`config.mk`:
```
export PLATFORM = sky130hd
export DESIGN_NAME = can_frame_rx
export DESIGN_NICKNAME = d
export VERILOG_FILES = /design/src/rtl/can_frame_rx.sv
export SDC_FILE = /design/constraint.sdc
export NUM_CORES = 1
export LEC_CHECK = 0
export ABC_AREA = 0
export CAP_MARGIN = 30
export CORE_MARGIN = 10
export CORE_UTILIZATION = 60
export CTS_BUF_LIST = sky130_fd_sc_hd__clkbuf_16
export DETAILED_ROUTE_END_ITERATION = 8
export GPL_TIMING_DRIVEN = 0
export PLACE_DENSITY = 0.92
export SLEW_MARGIN = 20
export SYNTH_ARGS = -nofsm -noshare
export SYNTH_HDL_FRONTEND = slang
export SYNTH_SLANG_ARGS = --single-unit
```
`constraint.sdc`:
```
create_clock -name i_Clock -period 4.83 [get_ports i_Clock]
set_clock_uncertainty 0.15 [all_clocks]
set_input_delay 1.2075 -clock i_Clock [delete_from_list [all_inputs] [get_ports i_Clock]]
set_output_delay 1.2075 -clock i_Clock [all_outputs]
set_load 0.02 [all_outputs]
```
`src/rtl/can_frame_rx.sv`:
```
// can_frame_rx: raw bit-level receiver for one CAN standard data frame.
// Oversamples the bus, detects SOF on a falling edge, samples every bit at
// mid-bit and presents a fixed-length frame image (stuff bits still present)
// with a one-clock valid strobe.
// Optional build macro: CAN_RX_SYNC_EN adds a 2-flop synchronizer on
// i_Rx_Serial ahead of the rx register (+2 clocks latency, same sample points).
module can_frame_rx #(
    parameter int unsigned CLKS_PER_BIT = 10,
    parameter int unsigned FRAME_BITS   = 108
) (
    input  logic                  i_Clock,
    input  logic                  i_Reset,
    input  logic                  i_Rx_Serial,
    output logic                  o_Rx_DV,
    output logic [0:FRAME_BITS-1] o_Rx_Byte
);

    localparam int unsigned CNT_W = $clog2(CLKS_PER_BIT);
    localparam int unsigned IDX_W = $clog2(FRAME_BITS + 1);
    localparam int unsigned HALF  = (CLKS_PER_BIT - 1) / 2;

    localparam logic [CNT_W-1:0] CNT_HALF = CNT_W'(HALF);
    localparam logic [CNT_W-1:0] CNT_LAST = CNT_W'(CLKS_PER_BIT - 1);
    localparam logic [IDX_W-1:0] IDX_ONE  = IDX_W'(1);
    localparam logic [IDX_W-1:0] IDX_LAST = IDX_W'(FRAME_BITS - 1);

    typedef enum logic [1:0] {
        IDLE,
        START_CHK,
        DATA,
        DONE
    } state_t;

    state_t                  state, state_nxt;
    logic [CNT_W-1:0]        clk_cnt, clk_cnt_nxt;
    logic [IDX_W-1:0]        bit_idx, bit_idx_nxt;
    logic [0:FRAME_BITS-1]   shift, shift_nxt;
    logic                    dv_nxt;
    logic [0:FRAME_BITS-1]   byte_nxt;

    logic rx_in;
    logic rx;
    logic prev;

`ifdef CAN_RX_SYNC_EN
    logic [1:0] sync;

    // Metastability synchronizer; left unreset so a held dominant bus never looks like an edge.
    always_ff @(posedge i_Clock) begin
        sync <= {sync[0], i_Rx_Serial};
    end

    assign rx_in = sync[1];
`else
    assign rx_in = i_Rx_Serial;
`endif

    // Input register and one-clock delayed copy for falling-edge detection (no reset on purpose).
    always_ff @(posedge i_Clock) begin
        rx   <= rx_in;
        prev <= rx;
    end

    // State, counters, shift register and registered outputs.
    always_ff @(posedge i_Clock) begin
        if (i_Reset) begin
            state     <= IDLE;
            clk_cnt   <= '0;
            bit_idx   <= '0;
            shift     <= '0;
            o_Rx_DV   <= 1'b0;
            o_Rx_Byte <= '0;
        end else begin
            state     <= state_nxt;
            clk_cnt   <= clk_cnt_nxt;
            bit_idx   <= bit_idx_nxt;
            shift     <= shift_nxt;
            o_Rx_DV   <= dv_nxt;
            o_Rx_Byte <= byte_nxt;
        end
    end

    // Next-state logic; the strobe and frame image are loaded on entry to DONE
    // so o_Rx_DV is high exactly while the FSM sits in DONE.
    always_comb begin
        state_nxt   = state;
        clk_cnt_nxt = clk_cnt;
        bit_idx_nxt = bit_idx;
        shift_nxt   = shift;
        dv_nxt      = 1'b0;
        byte_nxt    = o_Rx_Byte;

        unique case (state)
            IDLE: begin
                clk_cnt_nxt = '0;
                bit_idx_nxt = '0;
                if (prev && !rx) begin
                    state_nxt = START_CHK;
                end
            end

            START_CHK: begin
                if (clk_cnt == CNT_HALF) begin
                    clk_cnt_nxt = '0;
                    if (!rx) begin
                        shift_nxt[0] = 1'b0;
                        bit_idx_nxt  = IDX_ONE;
                        state_nxt    = DATA;
                    end else begin
                        state_nxt = IDLE;
                    end
                end else begin
                    clk_cnt_nxt = clk_cnt + CNT_W'(1);
                end
            end

            DATA: begin
                if (clk_cnt == CNT_LAST) begin
                    clk_cnt_nxt        = '0;
                    shift_nxt[bit_idx] = rx;
                    if (bit_idx == IDX_LAST) begin
                        bit_idx_nxt = '0;
                        dv_nxt      = 1'b1;
                        byte_nxt    = shift_nxt;
                        state_nxt   = DONE;
                    end else begin
                        bit_idx_nxt = bit_idx + IDX_W'(1);
                    end
                end else begin
                    clk_cnt_nxt = clk_cnt + CNT_W'(1);
                end
            end

            DONE: begin
                clk_cnt_nxt = '0;
                bit_idx_nxt = '0;
                state_nxt   = IDLE;
            end

            default: begin
                state_nxt = IDLE;
            end
        endcase
    end

endmodule

```
==> qor.yml, run 1 <==
outcome: "finished, final reports clean"
min_path_type: "flip-flop to flip-flop"
crit_cells: 1
setup_viol: 0
finalHoldViolCount: 0
nets: 1364
rrSetupSlack_ns: 2.07
synthTopCellsByArea: "dfxtp_1, a211oi_1, nor2_1"
period_minus_slack_ns: 2.91
crit_slowest_cell: "clkdlybuf4s50_1"
place_congestion: 0.952
critPathMaxStageDelay_ns: 0.64
avgSynthCellArea_um2: 8.46
io_pins: 112
arrival_ns: 1.56
synthArstFlopShare_pct: 0
wl_per_cell_um: 19.3
grt_max_degree: 15
worst-path-buf-inv: 1
critPathCapture: "o_Rx_Byte[67]"
power.switching_mw: 0.934
most-common-layout-cells: "dfxtp_1, nor2_1, nand2_1, a211oi_1, clkdlybuf4s50_1"
core_area_mm2: 0.0167
period_share_pct: 60.3
slew_headroom_pct: 31.8
p_leak_nw: 4.09
seq_area_frac_synth_pct: 45.1
die_w_um: 151
max_slew.worst_pin.slew_ns: 1.01
synth_edf_count: 0
critPathLaunch: "o_Rx_Byte[67]$_SDFFE_PP0P_"
start_util_pct: 61.7
hold_buffers: 0
hpwlAfterDp_um: 20500
critPathMaxFanout: 2
syn-instance-count: 1219
syn_area_mm2: 0.0103
antenna_left: 0
end_kind: "output port"
yosys.area.top_type: "dfxtp_1"
synth_nets: 1229
clk_latency_ns: 0.52
yosys_most_used_dff: "dfxtp_1"
fmax_mhz: 343
cts-root-buf: "clkbuf_16"
r2r_cells: 9
io_buffers: 110
vdd_drop_max_mv: 0.309
fin_ws_ns: 1.92
setup_tns_ns: 0
drc: 0
grtUsageTotal_pct: 25.9
rsz0062_at_grt: "false"
cap_violations: 0
path_cells: "clkdlybuf4s50_1"
reg2reg_from: "state[0]$_SDFFE_PP0P_"
cp.required_ns: 3.47
chipHeight_um: 151
clock-sinks: 232
fp.dieArea_mm2: 0.0228
startpoint_type: "flip-flop"
vias_per_cell: 6.28
antenna_found_initial: 0
clk_pin_slew_worst_paths_ns: 0.06
final_common_cell: "dfxtp_1"
post_cts_resize_count: 0
htree_levels: 1
cts_made_buffers: 23
combPwrFrac_pct: 6.0
routed_wl_um: 30700
area_growth_syn_to_layout_pct: 20.5
p_int_mw: 3.00
post_cts_buffers: 0
drive_above_1_share_pct: 7.60
grt_pass1_vias: 9518
cts_tree: "yes"
row_count: 47
criticalPathCategory: "flip-flop to output port"
power_density_mw_per_mm2: 317
preCtsSetupSlack_ns: 1.68
ys_ff_latch: 232
vias: 9982
cts_buffer_depth: 3
firstDrtPassIters: 6
crit_family: "buffers and inverters"
holdPathStages: 0
power_switching_share_pct: 23.7
grt_overflow: 0
worstReg2RegEnd: "o_Rx_Byte[40]$_SDFFE_PP0P_"
p_seq_share_pct: 49.1
yosysWarnings: 0
fin_util_pct: 74.3
grt_pass1_wl_um: 48400
yosysUniqueCellTypes: 55
yosysTopAreaCellShare_pct: 45.1
drt-initial-drc-count: 1266
drv_slew: 0
n_antenna_cell: 0
pwr-share-clk_pct: 45.0
routing by layer:
layer / track usage [%] / vias up / routed length (µm)
met2: 43.2 / 604 / 14300
li1: - / 4615 / -
met1: 31.7 / 4637 / 11700
met3: 5.07 / 126 / 3420
met4: 11.5 / 0 / 1250
met5: 0 / - / 0
stage by stage:
stage	cell area [µm²]	cells	total power, mW	hold WS [ns]
after floorplan	10300	1219	2.12	0.179
after global placement	11700	1549	2.19	0.189
after detailed placement	11700	1549	2.19	0.193
after CTS	12400	1589	3.92	0.205
after global routing	12400	1589	4.01	0.222
final	12400	1589	3.93	0.204
how the worst min path moves through the flow:
stage                     startpoint      endpoint
final                     rx$_DFF_P_  prev$_DFF_P_
after global routing      rx$_DFF_P_  prev$_DFF_P_
after CTS                 rx$_DFF_P_  prev$_DFF_P_
after detailed placement  rx$_DFF_P_  prev$_DFF_P_
after global placement    rx$_DFF_P_  prev$_DFF_P_
after floorplan           rx$_DFF_P_  prev$_DFF_P_
area by class of cell:
class,count,area (µm²)
clock inverter,17,156
fill,1212,4280
timing repair buffer,110,1100
sequential,232,4640
multi-input combinational,841,5010
clock buffer,23,576
buffer,135,609
inverter,11,41.3
tap,220,275
flip-flops by register name, summed over array words and instances (netlist names), named ones only:
name	cells
state	1
rx	1
o_Rx_DV	1
o_Rx_Byte	108
prev	1
bit_idx	7
shift	108
clk_cnt	4
power by group through the flow:
stage	logic, mW	clock network [mW]	registers [mW]
final	0.234	1.77	1.93
after global routing	0.246	1.84	1.93
after CTS	0.223	1.77	1.93
after detailed placement	0.219	0	1.97
after global placement	0.214	0	1.97
after floorplan	0.146	0	1.97
cells in the mapped netlist, types with 2 or more instances:
library cell  number
buf_2             43
nor4bb_1           5
buf_1              7
clkbuf_1          76
nand3_1           39
or3b_2             3
nor2_1           206
buf_4              5
o211ai_1           2
or3_1              5
and3b_1            3
nand2_1          144
a211oi_1         117
a211oi_2           4
nor3_1            13
nor3b_1            4
a21oi_1           41
o21ai_0           53
mux2i_1           73
nor4b_2            2
a311oi_1          47
dfxtp_1          232
nor4b_4            2
nand4b_1           3
a211o_1            2
ha_1               7
nand4_1           36
buf_6              4
nand4bb_1          2
inv_1             11
nand3b_1           4
logic make-up (layout without fill, tap and decap cells):
family                     count (synthesis)  after routing  share of synthesized area [%]
buffers and inverters                    146            296                           6.31
adders and majority gates                  7              7                          0.850
and+or+nand+nor                          483            483                           21.8
DFF                                      232            232                           45.1
AOI/OAI and AO/OA                        275            275                           18.6
muxes                                     74             74                           7.20
xor gates and xnor gates                   2              2                          0.170
Note: power is estimated with default switching activity, not from simulation.
==> inputs of run 2 (changes only) <==
--- a/config.mk
+++ b/config.mk
@@ -8,11 +8,11 @@
 export ABC_AREA = 0
 export CAP_MARGIN = 30
 export CORE_MARGIN = 10
-export CORE_UTILIZATION = 60
+export CORE_UTILIZATION = 51
 export CTS_BUF_LIST = sky130_fd_sc_hd__clkbuf_16
 export DETAILED_ROUTE_END_ITERATION = 8
 export GPL_TIMING_DRIVEN = 0
-export PLACE_DENSITY = 0.92
+export PLACE_DENSITY = 0.84
 export SLEW_MARGIN = 20
 export SYNTH_ARGS = -nofsm -noshare
 export SYNTH_HDL_FRONTEND = slang
==> constraint.sdc (replaced) <==
create_clock -name i_Clock -period 2.65 [get_ports i_Clock]
set_clock_uncertainty 0.15 [all_clocks]
set_input_delay 0.6625 -clock i_Clock [delete_from_list [all_inputs] [get_ports i_Clock]]
set_output_delay 0.6625 -clock i_Clock [all_outputs]
set_load 0.02 [all_outputs]
==> run 2 against run 1 <==
Compared with the run above: via count fell by 2.5%; power increased by 92%; design area up 1.6%; register-to-register slack got worse by 1.9 ns; final cell count rose by 3.2%; count of clock-buffer cells in the layout rose by 2; non-clock buffer count up 3; combinational power is 82% higher; routed wire length is 1.5% higher; highest routed layer unchanged.
==> qor.yml, run 2 (synthesis results as in run 1) <==
n_fill_cell: 1686
row_count: 51
grtUsageTotal_pct: 23.0
antenna_left: 0
nets: 1369
chipHeight_um: 162
clk_pin_slew_worst_paths_ns: 0.06
p_seq_share_pct: 46.6
preCtsSetupSlack_ns: -0.00741
cts-root-buf: "clkbuf_16"
rsz0062_at_grt: "false"
drc: 0
period_share_pct: 94.1
drt-initial-drc-count: 1235
crit_slowest_cell: "clkbuf_1"
place_area_mm2: 0.0117
power.switching_mw: 1.76
worstReg2RegEnd: "shift[51]$_SDFFE_PP0P_"
clk_latency_ns: 0.53
max_slew.worst_pin.slew_ns: 0.871
critPathMaxStageDelay_ns: 0.64
vias_per_cell: 5.93
period_minus_slack_ns: 2.49
arrival_ns: 2.78
whs_ns: 0.198
cap_violations: 0
n_antenna_cell: 0
grt_max_degree: 14
clock-sinks: 232
cts_made_buffers: 25
area_growth_syn_to_layout_pct: 22.4
setup_tns_ns: 0
multiInputGateArea_mm2: 0.00503
cp.required_ns: 2.94
power_density_mw_per_mm2: 598
grt_pass1_wl_um: 50100
critPathCapture: "shift[51]$_SDFFE_PP0P_"
core_area_mm2: 0.0197
r2r_cells: 6
die_w_um: 162
combPwrFrac_pct: 5.6
most-common-layout-cells: "dfxtp_1, nor2_1, nand2_1, a211oi_1, clkdlybuf4s50_1"
hold_path.startpoint: "rx$_DFF_P_"
cts_buffer_depth: 3
final_common_cell: "dfxtp_1"
start_util_pct: 52.5
setup_viol: 0
fp.dieArea_mm2: 0.0263
register_area_mm2: 0.00464
finalHoldViolCount: 0
io_pins: 112
crit_family: "buffers and inverters"
io_buffers: 110
reg_top3: "o_Rx_Byte: 108 flops, shift: 108 flops, bit_idx: 7 flops"
p_int_mw: 5.79
hold_buffers: 0
grt_pass1_vias: 9402
antenna_found_initial: 0
routed_wl_um: 31100
crit_cells: 6
slew_headroom_pct: 41.2
drive_above_1_share_pct: 8.07
path_cells: "buf_2, and3b_1, clkbuf_1, nand2_1, mux2i_1, a211oi_1"
power_switching_share_pct: 23.3
firstDrtPassIters: 6
pwr-share-clk_pct: 47.7
end_kind: "flip-flop"
p_leak_nw: 4.18
wl_per_cell_um: 19.0
startpoint_type: "flip-flop"
fin_util_pct: 64.2
rrSetupSlack_ns: 0.16
fmax_mhz: 401
drv_slew: 0
finish.instance_area_mm2: 0.0126
outcome: "finished, final reports clean"
criticalPathCategory: "flip-flop to flip-flop"
reg2reg_from: "bit_idx[0]$_SDFFE_PP0P_"
htree_levels: 1
fin_ws_ns: 0.157
cts_tree: "yes"
critPathMaxFanout: 10
grt_overflow: 0
min_path_type: "flip-flop to flip-flop"
critPathLaunch: "bit_idx[0]$_SDFFE_PP0P_"
place_congestion: 0.947
hpwlAfterDp_um: 21300
worst-path-buf-inv: 2
vias: 9728
vdd_drop_max_mv: 0.385
## run 2: cell type report
cell class	count	area share [%]
clock buffers	25	4.96
well taps	265	2.63
multi-input cells	841	39.9
clock inverters	18	1.65
inverters	11	0.327
flip-flops and latches	232	36.8
repair buffers	113	8.91
plain buffers	135	4.85
## run 2: how the worst min path moves through the flow
| stage | slack (ns) | endpoint | cells past startpoint |
|---|---|---|---|
| after floorplan | 0.18 | prev$_DFF_P_ | 0 |
| after global placement | 0.20 | prev$_DFF_P_ | 0 |
| after detailed placement | 0.20 | prev$_DFF_P_ | 0 |
| after CTS | 0.20 | prev$_DFF_P_ | 0 |
| after global routing | 0.22 | prev$_DFF_P_ | 0 |
| final | 0.20 | prev$_DFF_P_ | 0 |
## run 2: what timing repair did
action,in CTS,in global routing
pin swaps,1,1
setup buffers,3,0
setup endpoints to repair,25,82
gates resized for setup,0,6
## run 2: stage by stage
| step | std cells | total power [mW] |
|---|---|---|
| 2_1_floorplan | 1219 | 3.86 |
| 3_3_place_gp | 1594 | 4.00 |
| 3_5_place_dp | 1594 | 4.00 |
| 4_1_cts | 1640 | 7.53 |
| 5_1_grt | 1640 | 7.72 |
| 6_report | 1640 | 7.54 |
## run 2: worst register-to-register path: stages (launching register included)
cell and delay [ns]:
dfxtp_1 0.44, buf_2 0.26, and3b_1 0.24, clkbuf_1 0.64, nand2_1 0.21, mux2i_1 0.19, a211oi_1 0.26
## run 2: layer usage
metal / global-route usage, % / vias up / share of wire [%]
met5: 0 / - / 0
met4: 7.65 / 0 / 2.6
met2: 37.1 / 462 / 46
met3: 5.21 / 84 / 9.8
met1: 29.6 / 4562 / 41
li1: - / 4620 / -
## run 2: power by group through the flow
stage	sequential (mW)	combinational (mW)	clock [mW]
after floorplan	3.59	0.266	0
after global placement	3.59	0.403	0
after detailed placement	3.59	0.408	0
after CTS	3.52	0.409	3.60
after global routing	3.52	0.455	3.75
final	3.52	0.426	3.60
==> inputs of run 3 (changes only) <==
--- a/config.mk
+++ b/config.mk
@@ -8,11 +8,11 @@
 export ABC_AREA = 0
 export CAP_MARGIN = 30
 export CORE_MARGIN = 10
-export CORE_UTILIZATION = 51
+export CORE_UTILIZATION = 57
 export CTS_BUF_LIST = sky130_fd_sc_hd__clkbuf_16
 export DETAILED_ROUTE_END_ITERATION = 8
 export GPL_TIMING_DRIVEN = 0
-export PLACE_DENSITY = 0.84
+export PLACE_DENSITY = 0.88
 export SLEW_MARGIN = 20
 export SYNTH_ARGS = -nofsm -noshare
 export SYNTH_HDL_FRONTEND = slang
==> constraint.sdc (replaced) <==
create_clock -name i_Clock -period 2.77 [get_ports i_Clock]
set_clock_uncertainty 0.15 [all_clocks]
set_input_delay 0.6925 -clock i_Clock [delete_from_list [all_inputs] [get_ports i_Clock]]
set_output_delay 0.6925 -clock i_Clock [all_outputs]
set_load 0.02 [all_outputs]
==> run 3 against run 2 <==
Compared with the run above: the run now ends with DRC left; sequential power is 4% lower; via count is 1.2% higher; die area is 9.3% lower; largest cell class unchanged; critical path type unchanged; count of clock-buffer cells in the layout stayed put; power is 7.1% lower; clock power is 10% lower; fmax is 4.6% lower; register-to-register slack hardly changed; highest routed layer unchanged; sequential share of layout area is 0.32 points higher.
==> qor.yml, run 3 (synthesis results as in run 1) <==
vias_per_cell: 6.14
grt_overflow: 0
reg_top3: "o_Rx_Byte: 108 flops, shift: 108 flops, bit_idx: 7 flops"
min_path_type: "flip-flop to flip-flop"
chipHeight_um: 154
wl_per_cell_um: 19.2
worstReg2RegEnd: "o_Rx_Byte[20]$_SDFFE_PP0P_"
fin_cells: 1603
most-common-layout-cells: "dfxtp_1, nor2_1, nand2_1, a211oi_1, clkdlybuf4s50_1"
grt_pass1_wl_um: 48600
start_util_pct: 57.6
period_share_pct: 94.3
preCtsSetupSlack_ns: 0.0898
register_area_mm2: 0.00464
rsz0062_at_grt: "false"
antenna_found_initial: 0
total_power_mw: 7.01
nets: 1368
whs_ns: 0.215
arrival_ns: 2.88
p_leak_nw: 4.14
setup_viol: 0
whs_endpoint: "prev$_DFF_P_"
drive_above_1_share_pct: 7.79
placed_cells: 1558
slew_headroom_pct: 38.1
core_area_mm2: 0.0179
pwr-share-clk_pct: 46.1
cts-root-buf: "clkbuf_16"
power.switching_mw: 1.66
fin_util_pct: 69.9
fp.dieArea_mm2: 0.0239
multiInputGateArea_mm2: 0.00501
htree_levels: 1
firstDrtPassIters: 9
holdPathStages: 0
max_slew.worst_pin.slew_ns: 0.929
vdd_drop_max_mv: 0.415
n_fill_cell: 1385
row_count: 49
power_density_mw_per_mm2: 560
clk_pin_slew_worst_paths_ns: 0.07
cp.required_ns: 3.04
startpoint_type: "flip-flop"
p_int_mw: 5.34
rrSetupSlack_ns: 0.16
post_cts_resize_count: 0
reg2reg_from: "bit_idx[0]$_SDFFE_PP0P_"
violations: "DRC"
routed_wl_um: 30700
place_area_mm2: 0.0117
cts_tree: "yes"
grt_max_degree: 14
drv_slew: 0
io_buffers: 110
hold_buffers: 0
drt-initial-drc-count: 1457
p_seq_share_pct: 48.0
vias: 9846
hold_path.startpoint: "rx$_DFF_P_"
grt_pass1_vias: 9267
cts_made_buffers: 24
antenna_left: 0
end_kind: "flip-flop"
r2r_cells: 6
place_congestion: 0.935
die_w_um: 154
n_antenna_cell: 0
area_growth_syn_to_layout_pct: 21.3
outcome: "finished, violations left"
clk_latency_ns: 0.52
period_minus_slack_ns: 2.61
cap_violations: 0
power_switching_share_pct: 23.7
fmax_mhz: 383
setup_tns_ns: 0
cts_buffer_depth: 3
critPathMaxFanout: 10
criticalPathCategory: "flip-flop to flip-flop"
combPwrFrac_pct: 5.9
finalHoldViolCount: 0
post_cts_buffers: 0
finish.instance_area_mm2: 0.0125
grtUsageTotal_pct: 24.3
final_common_cell: "dfxtp_1"
clock-sinks: 232
io_pins: 112
hpwlAfterDp_um: 20700
drc: 1
fin_ws_ns: 0.157
-- run 3: cell count changes in the layout (fill, tap and decap cells not counted), moves of 2 or more --
cell / delta
clkbuf_2: -2
clkinv_2: +2
bufinv_16: -2
clkbuf_1: +2
-- run 3: worst max path at each step --
stage	start	end	slack, ns	cells after the start
detailed placement	state[0]$_SDFFE_PP0P_	o_Rx_Byte[42]$_SDFFE_PP0P_	0.09	8
global placement	i_Reset	o_Rx_Byte[47]$_SDFFE_PP0P_	0.17	4
CTS	state[0]$_SDFFE_PP0P_	o_Rx_Byte[51]$_SDFFE_PP0P_	0.08	8
global route	bit_idx[0]$_SDFFE_PP0P_	o_Rx_Byte[45]$_SDFFE_PP0P_	0.07	7
finish	bit_idx[0]$_SDFFE_PP0P_	o_Rx_Byte[20]$_SDFFE_PP0P_	0.16	6
floorplan	state[0]$_SDFFE_PP0P_	bit_idx[4]$_SDFFE_PP0P_	0.74	8
-- run 3: critical path, stage by stage, from the launching register on --
cell and delay [ns]:
dfxtp_1 0.38, buf_2 0.22, nor3b_1 0.36, clkbuf_1 0.75, nand2_1 0.16, mux2i_1 0.19, a211oi_1 0.29
-- run 3: metal layers --
layer | up-vias | global-route usage (%) | wire length, µm
met3 | 97 | 4.96 | 3260
met2 | 568 | 39.4 | 14200
met4 | 0 | 9.40 | 1030
met1 | 4556 | 30.9 | 12300
met5 | - | 0 | 0
li1 | 4625 | - | -
-- run 3: cell type report --
cell class	instances	share of cell area [%]
multi-input combinational	841	40.1
buffer	135	4.87
inverter	11	0.330
tap	229	2.29
clock buffer	25	5.00
timing repair buffer	113	9.08
clock inverter	17	1.19
sequential	232	37.1
-- run 3: power groups by stage --
stage	Sequential [mW]	Clock (mW)	Combinational, mW
2_1_floorplan	3.43	0	0.255
3_3_place_gp	3.44	0	0.379
3_5_place_dp	3.44	0	0.390
4_1_cts	3.36	3.22	0.393
5_1_grt	3.37	3.38	0.432
6_report	3.37	3.23	0.413
